===== src/rtl/mux_writedata_pipe_pkg.sv =====
// Shared definitions for the registered datapath select muxes: buffer
// occupancy encodings and the selector-width helper.
package mux_writedata_pipe_pkg;

    // Occupancy of the two-entry main/skid output buffer.
    typedef enum logic [1:0] {
        ST_EMPTY = 2'd0,
        ST_ONE   = 2'd1,
        ST_TWO   = 2'd2
    } state_e;

    // Number of selector bits needed to address n sources, never below one.
    function automatic int sel_width(input int n);
        int w;
        w = 32'sd1;
        while ((32'sd1 << w) < n) begin
            w = w + 32'sd1;
        end
        return w;
    endfunction

endpackage


===== src/rtl/mux_writedata_pipe_mux_n_comb.sv =====
// Purely combinational N_IN-way selector over a packed source bus.
// Codes with no matching source yield all-zero data and raise oor_o, so an
// invalid selector never aliases onto a real source.
module mux_n_comb
    import mux_writedata_pipe_pkg::*;
#(
    parameter  int WIDTH = 32,
    parameter  int N_IN  = 6,
    localparam int SEL_W = sel_width(N_IN)
) (
    input  logic [N_IN*WIDTH-1:0] data_i,
    input  logic [SEL_W-1:0]      sel_i,
    output logic [WIDTH-1:0]      data_o,
    output logic                  oor_o
);

    // Scan every source index; only an exact match drives data and clears the flag.
    always_comb begin
        data_o = '0;
        oor_o  = 1'b1;
        for (int k = 0; k < N_IN; k++) begin
            if (sel_i == SEL_W'(k)) begin
                data_o = data_i[k*WIDTH +: WIDTH];
                oor_o  = 1'b0;
            end else begin
                data_o = data_o;
                oor_o  = oor_o;
            end
        end
    end

endmodule


===== src/rtl/mux_writedata_pipe.sv =====
// Registered write-data select mux with a valid/ready output and a two-entry
// skid buffer. The selected value is captured on accept together with its
// selector; every output, including in_ready, comes straight from a flop so
// there is no combinational path between the input and output handshakes.
module mux_writedata_pipe
    import mux_writedata_pipe_pkg::*;
#(
    parameter  int WIDTH = 32,
    parameter  int N_IN  = 6,
    localparam int SEL_W = sel_width(N_IN)
) (
    input  logic                  clk,
    input  logic                  reset,
    input  logic                  in_valid,
    output logic                  in_ready,
    input  logic [SEL_W-1:0]      sel,
    input  logic [N_IN*WIDTH-1:0] data_in,
    output logic                  out_valid,
    input  logic                  out_ready,
    output logic [WIDTH-1:0]      data_out,
    output logic [SEL_W-1:0]      out_sel,
    output logic                  sel_err,
    input  logic                  err_clr
);

    state_e             state_q,     state_d;
    logic [WIDTH-1:0]   main_data_q, main_data_d;
    logic [SEL_W-1:0]   main_sel_q,  main_sel_d;
    logic [WIDTH-1:0]   skid_data_q, skid_data_d;
    logic [SEL_W-1:0]   skid_sel_q,  skid_sel_d;
    logic               in_ready_q,  in_ready_d;
    logic               out_valid_q, out_valid_d;
    logic               sel_err_q,   sel_err_d;

    logic [WIDTH-1:0]   mux_data_s;
    logic               mux_oor_s;
    logic               accept_s;
    logic               pop_s;

    mux_n_comb #(
        .WIDTH (WIDTH),
        .N_IN  (N_IN)
    ) u_mux (
        .data_i (data_in),
        .sel_i  (sel),
        .data_o (mux_data_s),
        .oor_o  (mux_oor_s)
    );

    assign accept_s = in_valid && in_ready_q;
    assign pop_s    = out_valid_q && out_ready;

    // Next-state for the buffer occupancy, main/skid entries and the sticky error.
    always_comb begin
        state_d     = state_q;
        main_data_d = main_data_q;
        main_sel_d  = main_sel_q;
        skid_data_d = skid_data_q;
        skid_sel_d  = skid_sel_q;

        case (state_q)
            ST_EMPTY: begin
                if (accept_s) begin
                    main_data_d = mux_data_s;
                    main_sel_d  = sel;
                    state_d     = ST_ONE;
                end else begin
                    state_d     = ST_EMPTY;
                end
            end
            ST_ONE: begin
                if (accept_s && !pop_s) begin
                    // Output is stalled: park the new item behind main.
                    skid_data_d = mux_data_s;
                    skid_sel_d  = sel;
                    state_d     = ST_TWO;
                end else if (accept_s && pop_s) begin
                    // Streaming: main is consumed and refilled in the same edge.
                    main_data_d = mux_data_s;
                    main_sel_d  = sel;
                    state_d     = ST_ONE;
                end else if (pop_s) begin
                    state_d     = ST_EMPTY;
                end else begin
                    state_d     = ST_ONE;
                end
            end
            ST_TWO: begin
                // in_ready is low here, so only a pop can change anything.
                if (pop_s) begin
                    main_data_d = skid_data_q;
                    main_sel_d  = skid_sel_q;
                    state_d     = ST_ONE;
                end else begin
                    state_d     = ST_TWO;
                end
            end
            default: begin
                state_d = ST_EMPTY;
            end
        endcase

        in_ready_d  = (state_d != ST_TWO);
        out_valid_d = (state_d != ST_EMPTY);

        // A fresh out-of-range accept outranks a simultaneous clear.
        if (accept_s && mux_oor_s) begin
            sel_err_d = 1'b1;
        end else if (err_clr) begin
            sel_err_d = 1'b0;
        end else begin
            sel_err_d = sel_err_q;
        end
    end

    // State and output registers; reset drops all buffered items at once.
    always_ff @(posedge clk or negedge reset) begin
        if (!reset) begin
            state_q     <= ST_EMPTY;
            main_data_q <= '0;
            main_sel_q  <= '0;
            skid_data_q <= '0;
            skid_sel_q  <= '0;
            in_ready_q  <= 1'b0;
            out_valid_q <= 1'b0;
            sel_err_q   <= 1'b0;
        end else begin
            state_q     <= state_d;
            main_data_q <= main_data_d;
            main_sel_q  <= main_sel_d;
            skid_data_q <= skid_data_d;
            skid_sel_q  <= skid_sel_d;
            in_ready_q  <= in_ready_d;
            out_valid_q <= out_valid_d;
            sel_err_q   <= sel_err_d;
        end
    end

    assign in_ready  = in_ready_q;
    assign out_valid = out_valid_q;
    assign data_out  = main_data_q;
    assign out_sel   = main_sel_q;
    assign sel_err   = sel_err_q;

endmodule


===== config.mk =====
export PLATFORM = sky130hd
export DESIGN_NAME = mux_writedata_pipe
export DESIGN_NICKNAME = d
export VERILOG_FILES = /design/src/rtl/mux_writedata_pipe_pkg.sv /design/src/rtl/mux_writedata_pipe_mux_n_comb.sv /design/src/rtl/mux_writedata_pipe.sv
export SDC_FILE = /design/constraint.sdc
export NUM_CORES = 1
export LEC_CHECK = 0
export ABC_AREA = 0
export BUFFER_PORTS_ARGS = -buffer_cell sky130_fd_sc_hd__buf_2
export CAP_MARGIN = 20
export CORE_MARGIN = 4
export CORE_UTILIZATION = 45
export CTS_CLUSTER_DIAMETER = 80
export DETAILED_ROUTE_END_ITERATION = 16
export PLACE_DENSITY = 0.75
export SKIP_LAST_GASP = 1
export SYNTH_ARGS = -nofsm -noshare
export SYNTH_HDL_FRONTEND = slang
export SYNTH_SLANG_ARGS = --single-unit

===== constraint.sdc =====
create_clock -name clk -period 2.64 [get_ports clk]
set_input_delay 0.264 -clock clk [delete_from_list [all_inputs] [get_ports clk]]
set_output_delay 0.264 -clock clk [all_outputs]
set_load 0.02 [all_outputs]

After elaboration in Yosys (flattened, before gate mapping):

Cells that the tools add are included.
Widths: inputs -> output; s select.

* output and inout port bits: 38
* input port bits: 200
* register bits after elaboration: 75
* logic and storage cells: 63

* reduce and logical (&&, ||, !) cells: 13
* mux-type cells: 30
* equality and inequality tests: 12

Operators with widths (count)
* $mux 32: 10
* $pmux 32 s3: 1
* $mux 3: 4
* $mux 1: 11
* $ne 2x2->1 const B: 5
* $pmux 3 s3: 1
* $eq 3x2->1 const B: 2
* $eq 3x3->1 const B: 2
* $pmux 2 s3: 1
* $logic_and 1x1->1: 5
* $reduce_and 5->1: 1
* $mux 2: 2
* $reduce_bool 2->1: 2
* $eq 3x1->1 const B: 1
* $logic_not 3->1: 1
* $reduce_bool 3->1: 1
* $eq 2x1->1 const B: 1
* $eq 2x2->1 const B: 1
* $logic_not 2->1: 1
* $reduce_and 2->1: 1
* $logic_not 1->1: 1

Longest topological paths before layout:

Gate-level depths: netlist (run 1).

* depth in word-level cells: 10
* gate-level depth with buffers: 9
* mapped depth without buffers: 7

By module:

A second synthesis (run 1) with hierarchy kept.

* cells, all modules: 410
* area total of the unflattened synthesis: 5346.4 µm²

By module, submodules not included
* mux_writedata_pipe: sequential area each 1876.8 µm², times used 1, cells an instance 210, area each 3409.5 µm²
* mux_n_comb: sequential area each 0.0 µm², times used 1, cells an instance 200, area each 1936.9 µm²

Least setup slack after synthesis (run 1):

No wires, ideal clock.

* kind: register to register
* from: register out_valid_q (netlist: out_valid)
* to: register skid_data_q[10]
* clock period less this slack: 1.764 ns
* stages on the path, launching flop included: 10
* data arrival time: 1.640 ns
* setup time: 0.124 ns
* setup slack: 0.876 ns
* path through: dfrtp_1 and2_1 inv_1 ha_1 nand2_1 or2_1 buf_2 clkbuf_1 a21oi_1 a21oi_1

* cells in the longest elaborated chain, start to end: 4

RTL lines
* start, declared: line mux_writedata_pipe.sv:32 `logic out_valid_q, out_valid_d;`
* start signal, assigned: line mux_writedata_pipe.sv:134 `out_valid_q <= out_valid_d;`
* $logic_and 1x1->1: line mux_writedata_pipe.sv:51 `assign pop_s = out_valid_q && out_ready;`
* $logic_not 1->1: line mux_writedata_pipe.sv:72 `if (accept_s && !pop_s) begin`
* $logic_and 1x1->1: line mux_writedata_pipe.sv:72
* $reduce_and 2->1 (no line)
* end signal, assigned: line mux_writedata_pipe.sv:131 `skid_data_q <= skid_data_d;`
* end, declared: line mux_writedata_pipe.sv:29 `logic [WIDTH-1:0] skid_data_q, skid_data_d;`

Every way passes these cells.
A chain may end at the register's enable or synchronous reset.

Worst setup path after layout (run 1):

* from: register out_valid_q (netlist: out_valid)
* to: register main_data_q[1] (netlist: data_out[1])

* cells in the longest elaborated chain, start to end: 5
* elaborated cells on any way between the ends: 8
* classes of those cells: eq/ne: 3; reduce/logical: 5

RTL lines
* $logic_and 1x1->1 *: line mux_writedata_pipe.sv:51
* $logic_not 1->1: line mux_writedata_pipe.sv:72
* $logic_and 1x1->1: line mux_writedata_pipe.sv:72
* $ne 2x2->1 (no line)
* $reduce_and 5->1 (no line) *
* end signal, assigned: line mux_writedata_pipe.sv:129 `main_data_q <= main_data_d;`
* end, declared: line mux_writedata_pipe.sv:27 `logic [WIDTH-1:0] main_data_q, main_data_d;`

Mark *: on every way between the ends. The rest lies on a longest branch, timed or not.

==> results.txt, run 1 <==
- Clock Skew: 0.003780 ns
- Max-cap violations in this run came to 0.
* Post-route clock period utilization: 0.7662
- Layout net count: 1136
* Final Hold Violating Endpoints: 0
* Post-synth top area cell: dfrtp_1
- Detailed placement ended at an HPWL of about 13000 um.
- Setup bufs post-CTS: 0
- Count of nets left with antenna violations after detail routing: 0
- Entering global routing, the biggest net connects between 70 and 80 pins.
- Clock tree from TritonCTS: yes
- Flop and latch count out of synthesis: 75
- Site row count: 42
- The H-tree was split into 3 levels.
- Cts-stage hold buffer count: 0
- When the netlist entered floorplanning its net count stood at 934.
- STA classifies the critical path endpoint as a flip-flop.
* Ranking of synthesized cells by instance count: nor2_1 (85), nor2b_1 (83), dfrtp_1 (75)
- Of all flip-flops after synthesis, the portion carrying an async set or reset was 1.000.
- Average via count per standard cell: 5.281
* Share of the core filled with cells: 0.5803
- The netlist uses 37 different library cells.
* Final Max Slew Viols: 0
- Critical path start-end classification: reg2reg
- Total of endpoints with negative setup slack in the final report: 0
- Pin placement for this block handled 238 I/O pins.
- Power spread over the standard cell area amounts to 827.8 nW/um2.
- Final global-route overflow total: 0
- Synth Flop Type: dfrtp_1
- Transition at the pin with the smallest max-transition slack: 0.9729 ns
- Filler Cells Inserted: 1227
- For the worst flop-to-flop path, the logic depth is 8.
- The core region is 13190 um2.
* CTS clk-pin slew, worst paths: 0.06 ns
- In this run the deepest clock path goes through 2 buffers.
- Syn. warnings: 0
* Antenna diode instance count: 0
* Top cells by area, synth: dfrtp_1 (31%), nor2b_1 (8.6%), o32ai_2 (8.1%), mux2i_1 (7.1%), nor2_1 (5.3%)
- Counting every sink on the clock net gives 75.
* Clock latency of the later-clocked register in the worst-skew pair: 0.32 ns
- Of the total synthesized cell area, the portion taken by AND, OR, NAND and NOR gates is 0.2308.
- Before antenna repair, the detailed router went through 4 iterations.
- Synthesized area per cell: slightly above 8 um2
* Initial antenna violation count: 0
- Die ar.: 15350 um2
* Sort of element at the start of the critical path: flip-flop
- Peak supply drop: 607.2 uV
- Data on the critical path arrives at its endpoint at ~2.3 ns.
- The flow ran to the end, and the final reports show no timing, DRC or antenna violations.
* Final standard cell count with taps included and fillers excluded: 1115
- Once placement completed, the tool counted placed cells totaling 1099.
* Peak Freq: 0.4943 GHz
* Die width: about 120 um
- Area share of xor/xnor cells in the synthesized design: 0
* Dominant combinational cell family by area after synthesis: compound AO/OA/AOI/OAI gates
- From synthesis to final layout, the design area changed by 26.62%.
* Resize count post-CTS: 0
- Starting DRC count in detailed routing: 382
- Total CTS buffers: 9
- In this run the clock root is driven by a clkbuf_16.
* Global-route usage over all layers: 0.2179
- The via count of the first global-routing pass was 5700.
- Power, Total: 6.336 mW
* Worst Hold Margin: 0.09205 ns
- Post-Syn Area: 6045 um2
- The synthesized-area fraction occupied by ao, oa, aoi and oai cells was 0.2639.
* Synthesized netlist cell count: ~730
- Detailed routing inserted a total of just under 6k vias.
- WL per Instance: 15.37 um
* Library cell with the highest instance count after synthesis: nor2_1
- For the worst setup path, the data required time is approximately 2.9 ns.
* Top fanout value on the critical path: 24
* Post-layout min period: 2.023 ns
* Multiplexer share of the synthesized area: 0.1103
* Number of enable flip-flop cells after synthesis: 0
- Overall die height: 123.9 um
- Wire length of the first global-routing pass: 26960 um
* Number of port buffers: between 200 and 250
- After detailed routing, the total wire length is 17140 um.
* Final estimated routing congestion in global placement: 0.8311
- Of the post-synthesis cell area, the dominant cell type holds 0.3105.
* Final TNS setup: 0 ns
* DRC violation count after routing: 0
- Initial standard-cell utilization of the core: 0.4583
- Of the total synthesized cell area, the portion taken by full adders, half adders and majority gates is 0.004140.
- Share of the yosys chip area belonging to registers: 0.3105
- Lkg Pwr: 3.602 nW
- Unrepaired setup endpoints after global routing: false
- Type of the worst min-delay path: in2async
* Fraction of final layout cells sized beyond drive strength 1: 0.3472
- Tightest slew margin relative to the limit: 0.3514
## worst max-delay path, stage by stage (launching register included)
cell	delay [ns]
dfrtp_1	0.35
and2_1	0.19
inv_1	0.06
ha_1	0.18
nand4bb_1	0.24
o211ai_4	0.34
buf_4	0.33
nor2_1	0.06
a41oi_1	0.16
## through the flow
| stage | area [um2] | setup slack, ns |
|---|---|---|
| 2_1_floorplan | 6045 | 0.8762 |
| 3_3_place_gp | 7292 | 0.6723 |
| 3_5_place_dp | 7292 | 0.6246 |
| 4_1_cts | 7654 | 0.6243 |
| 5_1_grt | 7654 | 0.3856 |
| 6_report | 7654 | 0.6171 |
## layout make-up
cell class                 count  area (um2)  area share
inverter                      33       123.9     0.01618
timing repair buffer         253        1365      0.1784
clock inverter                 4       95.09     0.01242
sequential                    75        1877      0.2452
clock buffer                  12       266.5     0.03482
multi-input combinational    562        3706      0.4842
tap                          176       220.2     0.02877
## layer usage
layer / track usage / part of all wire / vias up
li1: - / - / 2967
met1: 0.2839 / 0.43 / 2743
met2: 0.3707 / 0.50 / 161
met3: 0.04223 / 0.058 / 17
met4: 0.05818 / 0.014 / 0
met5: 0 / 0 / -
## path summary, 6_finish.rpt
kind	end	slack, ns	startpoint
min in group clk	sel_err	0.23	err_clr
max	data_out[1]	0.62	out_valid
max in group asynchronous	in_ready	1.92	reset
max reg2reg	data_out[1]	0.62	out_valid
min reg2reg	skid_sel_q[0]	0.48	skid_sel_q[0]
min	skid_data_q[7]	0.09	reset
## flip-flops by register name, summed over array words and instances, names as in the netlist
signal,cells
out_sel,3
out_valid,1
skid_sel_q,3
data_out,32
sel_err,1
skid_data_q,32
state_q,2
in_ready,1
## power by group
part           total, mW  leakage, nW  internal (mW)  switching, mW
combinational       2.81         2.56           1.11           1.70
sequential          2.06        0.858           1.74          0.317
clock               1.46        0.179          0.999          0.464
total               6.34         3.60           3.86           2.48
## cells in the final DEF, fill, tap and decap left out, types with 3 or more instances in the layout
cell and instances:
a41oi_1 20, and2b_1 9, nor2_1 85, mux2_2 21, clkbuf_16 9, nor2b_1 82
nand2b_1 4, a31oi_1 15, mux2i_1 43, nand2_1 70, nand3_1 20, nand3b_1 3
inv_1 33, o32ai_2 30, o21ai_0 41, clkbuf_8 3, bufinv_16 3, o21bai_1 30
a21oi_1 53, buf_4 13, buf_12 4, o21ai_1 14, dfrtp_1 75, buf_2 235
## kinds of logic after synthesis
kind of cell             count (synthesis)
AND/OR/NAND/NOR                        285
AO/OA/AOI/OAI                          211
buffers and inverters                   95
flip-flops                              75
multiplexers                            64
adder cells (fa/ha/maj)                  2
Power figures use the tool's default switching activity.
==> run 2: changes to the inputs <==
--- a/config.mk
+++ b/config.mk
@@ -12,7 +12,7 @@
 export CORE_UTILIZATION = 45
 export CTS_CLUSTER_DIAMETER = 80
 export DETAILED_ROUTE_END_ITERATION = 16
-export PLACE_DENSITY = 0.75
+export PLACE_DENSITY = 0.78
 export SKIP_LAST_GASP = 1
 export SYNTH_ARGS = -nofsm -noshare
 export SYNTH_HDL_FRONTEND = slang
==> constraint.sdc (replaced) <==
create_clock -name clk -period 1.68 [get_ports clk]
set_input_delay 0.168 -clock clk [delete_from_list [all_inputs] [get_ports clk]]
set_output_delay 0.168 -clock clk [all_outputs]
set_load 0.02 [all_outputs]
==> run 2 against run 1 <==
Against the previous run:
- setup slack got worse by 0.61 ns
- global-route usage rose by 1.7 points
- clock power rose by 35%
- sequential power rose by 60%
- wire length rose by 11%
- die area did not move
- cell count rose by 3.5%
- worst hold slack improved by 0.037 ns
- via count rose by 6.4%
- sequential share of layout area fell by 2.1 points
==> results.txt, run 2 (same netlist as run 1, synthesis figures left out) <==
- Sort of element at the start of the critical path: flip-flop
- The via count of the first global-routing pass was 6131.
- The first global-routing pass estimated 28960 um of wire.
- Starting DRC count in detailed routing: 330
- Placeable core region: 13190 um2
- Power comes to 11.04 mW.
- The cell sitting at the root of the clock tree is a clkbuf_16.
- Commonest non-fill, non-tap cells in the layout: buf_2 (235), nor2b_1 (82), dfrtp_1 (74)
- The initial utilization of the core area, before any placement, comes to 0.4583.
- Summed over all layers, the global routing overflow is 0.
- The H-tree was split into 3 levels.
- The die is 123.9 um tall.
- Fraction of final layout cells sized beyond drive strength 1: 0.4274
* Number of port buffers: 237
- The worst pin sits at a relative slew slack of 0.6500.
* Data arrival at the endpoint of the critical path: 1.90 ns
* Final Hold Violating Endpoints: 0
* Final Max Slew Viols: 0
- The later pin in the worst-skew pair is clocked with a latency of between 0.3 and 0.4 ns.
- For this run, design rule violations remaining after detail routing come to 0.
* Peak Freq: just under 0.6 GHz
* Max-cap violations: 0
* Initial antenna violation count: 0
- Counting I/O delays and the setup requirement, the final critical path takes 1.676 ns.
- Clock Skew: just over 0.01 ns
* HPWL reported at the end of detailed placement: 13780 um
* Total routed wirelength: roughly 19000 um
- The die covers around 15000 um2.
- Layout net count: 1175
- Leaving out fill and tap cells, the most frequent cell in the layout is buf_2.
- The flow ran to the end, and the final reports show no timing, DRC or antenna violations.
- STA classifies the critical path endpoint as a flip-flop.
* Filler Cells Inserted: between 1k and 1.5k
* Top fanout value on the critical path: 13
- Final estimated routing congestion in global placement: 0.8227
* Unrepaired setup endpoints after global routing: true
- In the global route stage, overall resource usage came out at 0.2344.
* Top-level I/O count: roughly 240
- Antenna diode instance count: 0
- The worst setup path is of the reg2reg kind.
* CTS clk-pin slew, worst paths: 0.06 ns
- Setup violations remaining at the end of the flow were counted as 0.
- The first detailed-routing pass ran for 5 iterations.
- Power density over cell area: 1317 nW/um2
- From synthesis to final layout, the design area changed by 38.58%.
* Lkg Pwr: 3.848 nW
- Summing over every cut layer, the via total after detailed routing is 6264.
* Peak supply drop: around 700 uV
* Die width: ~120 um
- Row generation in the floorplan step produced 42 rows.
* Clock sink count: 75
* Final TNS setup: 0 ns
- For the pin with the worst max-slew slack, the measured transition is 0.5250 ns.
- For the worst setup path, the data required time is 1.91 ns.
* Post-route clock period utilization: 0.9976
- The number of clock buffers added by TritonCTS is 9.
- CTS max path bufs: 2
- Entering global routing, the biggest net connects 51 pins.
- Count of nets left with antenna violations after detail routing: 0
* WL per Instance: 16.56 um
- The path class of the tightest hold or removal check is in2reg.
- TritonCTS built the clock tree.
* Average via count per standard cell: 5.428
-- run 2: cell count changes in the layout (fill, tap and decap cells not counted), sizes merged --
cell and change:
bufinv -2, dlygate4sd3 +1, buf +33, clkbuf +4
bufbuf +1, clkinvlp +2
-- run 2: path summary, 6_finish.rpt --
check | slack, ns | to | from | cells after the start
hold reg to reg | 0.48 | skid_sel_q[0] | skid_sel_q[0] | 2
setup / recovery | 0.004 | data_out[4] | in_ready | 8
hold / removal | 0.13 | sel_err | err_clr | 3
setup reg to reg | 0.004 | data_out[4] | in_ready | 8
max in group asynchronous | 0.72 | skid_sel_q[1] | reset | 3
min in group asynchronous | 0.37 | skid_data_q[5] | reset | 2
-- run 2: cell type report --
cell class	instances	area (um2)	area share
Multi-Input combinational cell	562	3981	0.4753
Sequential cell	75	1878	0.2242
Timing Repair Buffer	292	1867	0.2229
Clock buffer	12	256.5	0.03062
Tap cell	176	220.2	0.02629
Inverter	33	123.9	0.01479
Clock inverter	4	50.05	0.005975
-- run 2: power by group --
| part | internal, mW | total, mW | switching (mW) |
|---|---|---|---|
| clock network | 1.23 | 1.97 | 0.738 |
| registers | 2.74 | 3.29 | 0.545 |
| logic | 2.60 | 5.78 | 3.18 |
-- run 2: what timing repair did --
| action | CTS | global route |
|---|---|---|
| setup endpoints to repair | 56 | 67 |
| buffers inserted | 4 | 3 |
| resized for setup | 17 | 54 |
| endpoints found under the hold margin | 37 | 0 |
| gates cloned | 2 | 5 |
| hold buffers | 1 | 0 |
| pin swaps | 2 | 7 |
-- run 2: worst max-delay path, stage by stage (launching register included) --
cell and delay [ns]:
dfrtp_1 0.38, and2_4 0.16, ha_4 0.16, nand4bb_4 0.20
o211ai_4 0.12, buf_12 0.17, buf_12 0.16, nor2_1 0.05
a41oi_1 0.17
-- run 2: layer usage --
| metal | vias up | GRT usage | share of wire |
|---|---|---|---|
| met5 | - | 0 | 0 |
| met4 | 0 | 0.06160 | 0.016 |
| met3 | 22 | 0.03769 | 0.058 |
| met2 | 218 | 0.4272 | 0.52 |
| met1 | 2981 | 0.2867 | 0.40 |
| li1 | 3043 | - | - |
-- run 2: per-stage QoR --
stage	utilization	worst slack [ns]	hold WS [ns]	cell area (um2)	cells
after global routing	0.6351	-0.04764	0.1478	8377	1154
after floorplan	-	0.001049	-0.1276	6056	732
after detailed placement	0.5708	-0.08364	0.1711	7528	1124
after CTS	0.6111	-0.04134	0.1202	8060	1147
after global placement	0.5708	0.01858	0.1721	7528	1124
final	0.6351	0.004050	0.1291	8377	1154
==> run 3: changes to the inputs <==
==> constraint.sdc (replaced) <==
create_clock -name clk -period 1.68 [get_ports clk]
set_input_delay 0.252 -clock clk [delete_from_list [all_inputs] [get_ports clk]]
set_output_delay 0.252 -clock clk [all_outputs]
set_load 0.02 [all_outputs]
==> run 3 against run 2 <==
Against the previous run:
- the flow now finishes with violations (negative setup slack)
- cell area shrank 1.4%
- maximum frequency shrank 1.6%
- global-route usage shrank 0.74 points
- cell count shrank 0.95%
- non-clock buffer count shrank 11
- sequential power is essentially flat
- register-to-register slack lost 0.03 ns
- clock skew shrank 0.0040 ns
- wire length shrank 0.94%
- via count shrank 0.19%
- power shrank 0.92%
- largest power group unchanged
==> results.txt, run 3 (same netlist as run 1, synthesis figures left out) <==
- Crit end category: flip-flop
* Initial standard-cell utilization of the core: 0.4583
* Initial antenna violation count: 0
- The via count of the first global-routing pass came to between 5k and 6k.
- Site row count: 42
* Maximum cell stage delay along the critical path: 0.38 ns
* Sort of element at the start of the critical path: flip-flop
- The startpoint identified for the worst register-to-register timing path is in_ready.
* Data arrival at the endpoint of the critical path: 1.93 ns
- Placeable core region: 13190 um2
* Post-route clock period utilization: 1.014
- The area growth from synthesis to layout is 36.70%.
- The detailed router placed 6252 vias in this run.
* Lkg Pwr: 3.800 nW
* Critical path start-end classification: reg2reg
- The layout has 1165 filler cells.
- Average via count per standard cell: 5.470
* Data required, critical path: about 1.9 ns
* Commonest non-fill, non-tap cells in the layout: buf_2 (235), nor2b_1 (82), dfrtp_1 (73)
- Power density over cell area: 1323 nW/um2
* Tightest slew margin relative to the limit: 0.7179
* Die ar.: 15350 um2
- DRC violation count after routing: 0
- Type of the worst min-delay path: in2reg
- Based on the critical path, the design can be clocked at up to 0.5871 GHz.
* Max-cap violations: 0
- The count of buffers added on input and output ports is 237.
- The H-tree was split into 3 levels.
- Peak supply drop: 740.0 uV
- TritonCTS built the clock tree.
- CP cell instances: and2_4 -> ha_4 -> nand4bb_4 -> o211ai_4 -> buf_12 -> clkbuf_16 -> nor2_2 -> a31oi_1
- CTS clk-pin slew, worst paths: about 0.06 ns
- Transition at the pin with the smallest max-transition slack: 0.4232 ns
- Hold path startpoint: err_clr
- Final Hold Violating Endpoints: 0
- Final estimated routing congestion in global placement: 0.8303
- CP max-delay cell: dfrtp_1
- The run finished, with violations left.
- Setup repair after global routing could not meet its margin everywhere.
- The repair_antennas step left the layout with diodes totalling 0.
* WL per Instance: 16.56 um
- Excluding fillers, the count of instances in the completed layout stands at 1143.
- The first routing iteration left ~380 violations.
- Clock sink count: 75
- The final count of pins violating max slew is 0.
* Top fanout value on the critical path: 8
- Entering global routing, the biggest net connects 76 pins.
* Final global-route overflow total: 0
* Total routed wirelength: roughly 19000 um
* Share of the core filled with cells: 0.6264
* HPWL reported at the end of detailed placement: 13180 um
* Critical path origin: in_ready
- The smallest clock period supported by the final layout is computed as approximately 1.7 ns.
* CTS max path bufs: 2
- Root Buffer: clkbuf_16
* Wire length of the first global-routing pass: 27860 um
- TritonCTS created 9 clock buffers.
- Die width: 123.9 um
- Once detail routing completed, the nets flagged for antenna violations numbered 0.
- The clock reaches the later pin of the worst-skew pair after 0.33 ns.
- Worst Hold Margin: a little over 0.2 ns
* Cell count after placement: ~1.1k
- The first TritonRoute pass finished after 5 iterations.
* Fraction of final layout cells sized beyond drive strength 1: 0.4085
- Pin placement for this block handled 238 I/O pins.
* Clock Skew: between 0.006 and 0.007 ns
- Overall die height: 123.9 um
* Failing checks: negative setup slack
- Across every metal layer, demand over resource in global routing totals 0.2270.
* Layout net count: 1164
- Setup slack of the worst register-to-register path: -0.02 ns
* Total of endpoints with negative setup slack in the final report: 1
- Worst-case setup margin in the final layout: -0.02325 ns
- Leaving out fill and tap cells, the most frequent cell in the layout is buf_2.
[run 3: cell count changes in the layout (fill, tap and decap cells not counted), sizes merged]
cell and delta:
buf -10, bufbuf -1, clkbuf -3, clkinv +3
[run 3: critical path, delay by kind of cell, from the launching register on]
kind | cells | cell delay (ns)
and+or+nand+nor | 3 | 0.40
buffers and inverters | 2 | 0.35
adders and majority gates | 1 | 0.15
AOI/OAI and AO/OA | 2 | 0.31
DFF | 1 | 0.38
[run 3: area by class of cell]
cell class | instances | area [um2] | share of cell area
multi-input combinational | 562 | 3913 | 0.4735
sequential | 75 | 1879 | 0.2274
inverter | 33 | 123.9 | 0.01499
timing repair buffer | 281 | 1833 | 0.2218
clock buffer | 9 | 225.2 | 0.02726
clock inverter | 7 | 68.82 | 0.008328
tap | 176 | 220.2 | 0.02665
[run 3: worst paths after layout]
path | endpoint | cells after the start
max in group asynchronous | state_q[0] | 3
worst min register to register | sel_err | 1
worst min-delay path | sel_err | 3
worst max register to register | data_out[22] | 8
worst max-delay path | data_out[22] | 8
min in group asynchronous | data_out[7] | 3
[run 3: stage by stage]
stage	area [um2]	TNS [ns]	power (mW)	worst slack, ns
2_1_floorplan	6056	0	6.236	0.001049
3_3_place_gp	7531	-0.02358	7.779	-0.02358
3_5_place_dp	7531	-0.07665	7.936	-0.07036
4_1_cts	7899	-0.06030	10.06	-0.01302
5_1_grt	8263	-1.123	11.64	-0.1073
6_report	8263	-0.02325	10.93	-0.02325
[run 3: report_power, final]
group	internal [mW]	switching [mW]
clock	1.14	0.765
sequential	2.75	0.565
combinational	2.52	3.20
total	6.41	4.53
[run 3: repair_timing]
| action | in CTS | in global routing |
|---|---|---|
| pin swaps | 0 | 6 |
| setup endpoints to repair | 5 | 70 |
| endpoints found under the hold margin | 75 | 0 |
| gates cloned | 1 | 5 |
| hold buffers | 1 | 0 |
| resized for setup | 2 | 56 |
| setup buffers | 1 | 4 |
[run 3: metal layers]
layer | vias up | wire length, um | track usage
li1 | 3023 | - | -
met1 | 2954 | 7639 | 0.2828
met2 | 246 | 9644 | 0.4015
met3 | 29 | 1242 | 0.03996
met4 | 0 | 403 | 0.06708
met5 | - | 0 | 0
